==> config.mk <==
export PLATFORM = sky130hd
export DESIGN_NAME = jtdsp16_sio_rx
export DESIGN_NICKNAME = d
export VERILOG_FILES = /design/src/rtl/jtdsp16_sio_rx.sv
export SDC_FILE = /design/constraint.sdc
export NUM_CORES = 1
export LEC_CHECK = 0
export CAP_MARGIN = 20
export CORE_MARGIN = 5
export CORE_UTILIZATION = 46
export CTS_CLUSTER_SIZE = 30
export DETAILED_ROUTE_END_ITERATION = 7
export GPL_TIMING_DRIVEN = 0
export PLACE_DENSITY = 0.77
export SETUP_SLACK_MARGIN = 0.4
export SLEW_MARGIN = 10
export SYNTH_ARGS = -nofsm -noshare
export SYNTH_HDL_FRONTEND = slang
export SYNTH_SLANG_ARGS = --single-unit
==> constraint.sdc <==
create_clock -name clk -period 2.05 [get_ports clk]
set_clock_uncertainty 0.2 [all_clocks]
set_input_delay 0.41 -clock clk [delete_from_list [all_inputs] [get_ports clk]]
set_output_delay 0.41 -clock clk [all_outputs]
set_load 0.03 [all_outputs]
==> src/rtl/jtdsp16_sio_rx.sv <==
// DSP16 serial-output receiver: rebuilds 16-bit words and 8-bit addresses, steers left/right samples.
// Optional short-frame error counter enabled with `define JTDSP16_SIORX_ERR_EN.
module jtdsp16_sio_rx #(
   parameter logic [7:0] LEFT_ADDR  = 8'h00,
   parameter logic [7:0] RIGHT_ADDR = 8'h01
) (
   input  logic        clk,
   input  logic        rst,
   input  logic        cen,
   input  logic        ock,
   input  logic        sio_do,
   input  logic        sadd,
   input  logic        old,
   output logic [15:0] word,
   output logic [7:0]  word_addr,
   output logic        word_valid,
   output logic [15:0] left,
   output logic [15:0] right,
   output logic        sample,
   output logic [7:0]  err_cnt
);

   logic        ock_l;
   logic [3:0]  bcnt;
   logic [15:0] shr;
   logic [7:0]  ashr;
   logic        lpend;
   logic        vld_p1;
   logic        smp_p1;

   logic        rise;
   logic        take;
   logic        done;
   logic        short_frm;
   logic [15:0] word_nxt;
   logic        is_left;
   logic        is_right;

   assign rise      = ock & ~ock_l;
   assign take      = cen & rise & ~old;
   assign done      = take & (bcnt == 4'd15);
   assign short_frm = cen & old & (bcnt != 4'd0);
   assign word_nxt  = {shr[14:0], sio_do};
   assign is_left   = (ashr == LEFT_ADDR);
   assign is_right  = (ashr == RIGHT_ADDR) & ~is_left;

   // Pulse registers hold until the next cen cycle; gating keeps them low when cen is low.
   assign word_valid = vld_p1 & cen;
   assign sample     = smp_p1 & cen;

   // stage p0: edge detect, bit counter and channel pairing state
   always_ff @(posedge clk) begin
      if (rst) begin
         ock_l  <= 1'b0;
         bcnt   <= 4'd0;
         lpend  <= 1'b0;
         vld_p1 <= 1'b0;
         smp_p1 <= 1'b0;
      end else if (cen) begin
         ock_l  <= ock;
         vld_p1 <= done;
         smp_p1 <= done & is_right & lpend;
         if (short_frm)
            bcnt <= 4'd0;
         else if (take)
            bcnt <= bcnt + 4'd1;
         if (done) begin
            if (is_left)
               lpend <= 1'b1;
            else if (is_right)
               lpend <= 1'b0;
         end
      end
   end

   // Shifters: an aborted frame must not leak bits into the next word.
   always_ff @(posedge clk) begin
      if (cen) begin
         if (short_frm) begin
            shr  <= 16'd0;
            ashr <= 8'd0;
         end else if (take) begin
            shr <= word_nxt;
            if (bcnt < 4'd8)
               ashr <= {ashr[6:0], sadd};
         end
      end
   end

   // stage p1: registered word and channel outputs
   always_ff @(posedge clk) begin
      if (rst) begin
         word      <= 16'd0;
         word_addr <= 8'd0;
         left      <= 16'd0;
         right     <= 16'd0;
      end else if (done) begin
         word      <= word_nxt;
         word_addr <= ashr;
         if (is_left)
            left <= word_nxt;
         else if (is_right)
            right <= word_nxt;
      end
   end

`ifdef JTDSP16_SIORX_ERR_EN
   function automatic logic [7:0] sat_inc(input logic [7:0] v);
      return (v == 8'hFF) ? v : v + 8'd1;
   endfunction

   always_ff @(posedge clk) begin
      if (rst)
         err_cnt <= 8'd0;
      else if (short_frm)
         err_cnt <= sat_inc(err_cnt);
   end
`else
   assign err_cnt = 8'd0;
`endif

endmodule

==> reports/qor.yml <==
status: "finished, violations left"
violations: "setup timing"
critPathBufInv: 4
hold_buffers: 0
synth_edf_count: 23
cp.arrival_ps: 2330
crit_fanout: 4
utilization_pct: 69.22
startpoint_type: "register"
initial_core_util_pct: 47.74
drive_gt1_share_pct: 34.93
overflow: 0
hold_slack_ps: 233.4
cts_sinks: 87
fin_area_um2: 5047
final_antenna_net_count: 0
chipHeight_um: 96.99
place_area_um2: 4290
dp_hpwl_um: 5859
via_count: 2943
async_flop_share_pct: 0
core_area_um2: 7292
post-route-period-util_pct: 109.9
die_x_um: 96.99
ys_seq_area_share_pct: 56.65
path_cells: "buf_4 > or4_1 > nor4_4 > buf_6 > buf_6 > buf_6 > mux2i_1"
worstSetupPathType: "reg -> reg"
grt_pass1_wl_um: 14810
layout_commonest_cell: "dfxtp_1"
yosys_warnings: 0
setup_violations: 34
synth_top_family_by_area: "simple AND/OR/NAND/NOR gates"
root_buffer: "clkbuf_8"
wl_um: 9669
drv_slew: 0
route.detailed.drc: 0
netlist_instances: 341
place_ws_ps: -721.7
fin_cells: 557
via_per_inst: 5.284
synthSimpleGateAreaFrac_pct: 17.90
cts-buffers-inserted: 9
fillers: 539
slew_headroom_pct: 63.15
diodes: 0
drv_cap: 0
final_cell_mix: "60 x dfxtp_1, 50 x nand2_1, 35 x clkdlybuf4s15_2"
h-tree-depth: 3
ys.flop_type: "dfxtp_1"
cp_data_required_time_ps: 2130
finalHoldViolCount: 0
syn_to_final_growth_pct: 45.00
min_period_ps: 2254
min_path_type: "in -> reg"
tightest_slew_ps: 552.8
synth_cell_types: 36
clock.fmax_mhz: 443.7
portBuffers: 62
clock_path_buffers: 2
clk-insertion-delay-late_ps: 350
peakVddDrop_uv: 418.9
power_mw: 3.214
grt_pass1_vias: 2925
ys_ff_latch: 87
clk_pin_slew_ps: 90
gp_congestion: 0.7540
wl_per_cell_um: 17.36
syn_area_per_cell_um2: 10.21
dr.pass1.iters: 5
synthXorXnorAreaFrac_pct: 0.2516
crit_family: "simple AND/OR/NAND/NOR gates"
leakagePower_nw: 1.977
track_usage_pct: 18.97
tns_ps: -4715
dieArea_um2: 9407
cts_tree: "yes"
drtIter0Drc: 204
rsz0062_at_grt: "yes"
rows: 31
dp_cells: 509
path_common_cell: "buf_6"
cp-end-kind: "register"
crit_slowest_cell: "or4_1"
critPathMaxStageDelay_ps: 550
pin_count: 73
synth_area_um2: 3481
yosys.area_share.adder_pct: 0.7189
antenna_found_initial: 0
synth_compound_gate_area_share_pct: 8.591
synth.area.mux_share_pct: 9.777
fin_nets: 462
p_per_area_nw_per_um2: 636.8
grt_max_degree: 16
setup_ws_ps: -203.8
## flip-flops by register name (all words and copies together) (netlist names)
name and cells:
word_addr 8, smp_p1 1, shr 15, lpend 1
ashr 8, word 16, ock_l 1, left 16
bcnt 4, right 16, vld_p1 1
## final cells by class
class	instances	area, um2	area share [%]
sequential	87	1982	39.27
inverter	4	15.01	0.2975
clock buffer	10	127.6	2.529
tap	99	123.9	2.454
timing repair buffer	93	898.4	17.80
multi-input combinational	223	1496	29.65
clock inverter	6	71.32	1.413
buffer	35	332.8	6.594
## final timing paths
path / from / endpoint / slack (ps) / depth (start not counted)
max: ashr[4] / left[15] / -200 / 7
min: cen / smp_p1 / 230 / 3
max reg2reg: ashr[4] / left[15] / -200 / 7
min reg2reg: left[6] / left[6] / 260 / 2
## layer usage
metal  GRT usage (%)  vias to the layer above  part of all wire [%]
met5               0                        -                     0
met4           6.587                        0                   1.5
met3           4.532                       15                   5.4
met2           32.80                      107                    52
met1           23.02                     1437                    41
li1                -                     1384                     -
## power breakdown
part           switching [mW]  internal, mW
registers              0.0179          1.78
logic                   0.121        0.0865
clock network           0.637         0.570
total                   0.775          2.44
## worst register-to-register path: stages (launching register included)
cell and delay [ps]:
edfxtp_1 400, buf_4 160, or4_1 550, nor4_4 290
buf_6 200, buf_6 130, buf_6 90, mux2i_1 160
## synth_stat cells (3+ instances only)
cell type / n / area, um2
o21ai_0: 26 / 130.1
buf_4: 8 / 60.06
inv_1: 3 / 11.26
nand3_1: 26 / 130.1
a21oi_1: 26 / 130.1
dfxtp_1: 64 / 1281
nor2b_1: 25 / 156.4
clkbuf_1: 21 / 78.83
nand2_1: 50 / 187.7
edfxtp_1: 23 / 690.7
nor2_1: 3 / 11.26
mux2i_1: 34 / 340.3
## cell families (layout without fill, tap and decap cells)
group                    Yosys count  count (layout)
AND/OR/NAND/NOR                  120             121
flip-flops                        87              87
AO/OA/AOI/OAI                     57              57
buffers and inverters             39             148
multiplexers                      34              34
adder cells (fa/ha/maj)            2               2
other                              1               8
XOR/XNOR                           1               1
## what timing repair did
item,in CTS,in global routing
hold endpoints to repair,0,0
gates cloned,2,2
gates resized for setup,229,81
buffers inserted,23,5
pin swaps,7,7
setup endpoints to repair,154,128
Power figures use the tool's default switching activity.
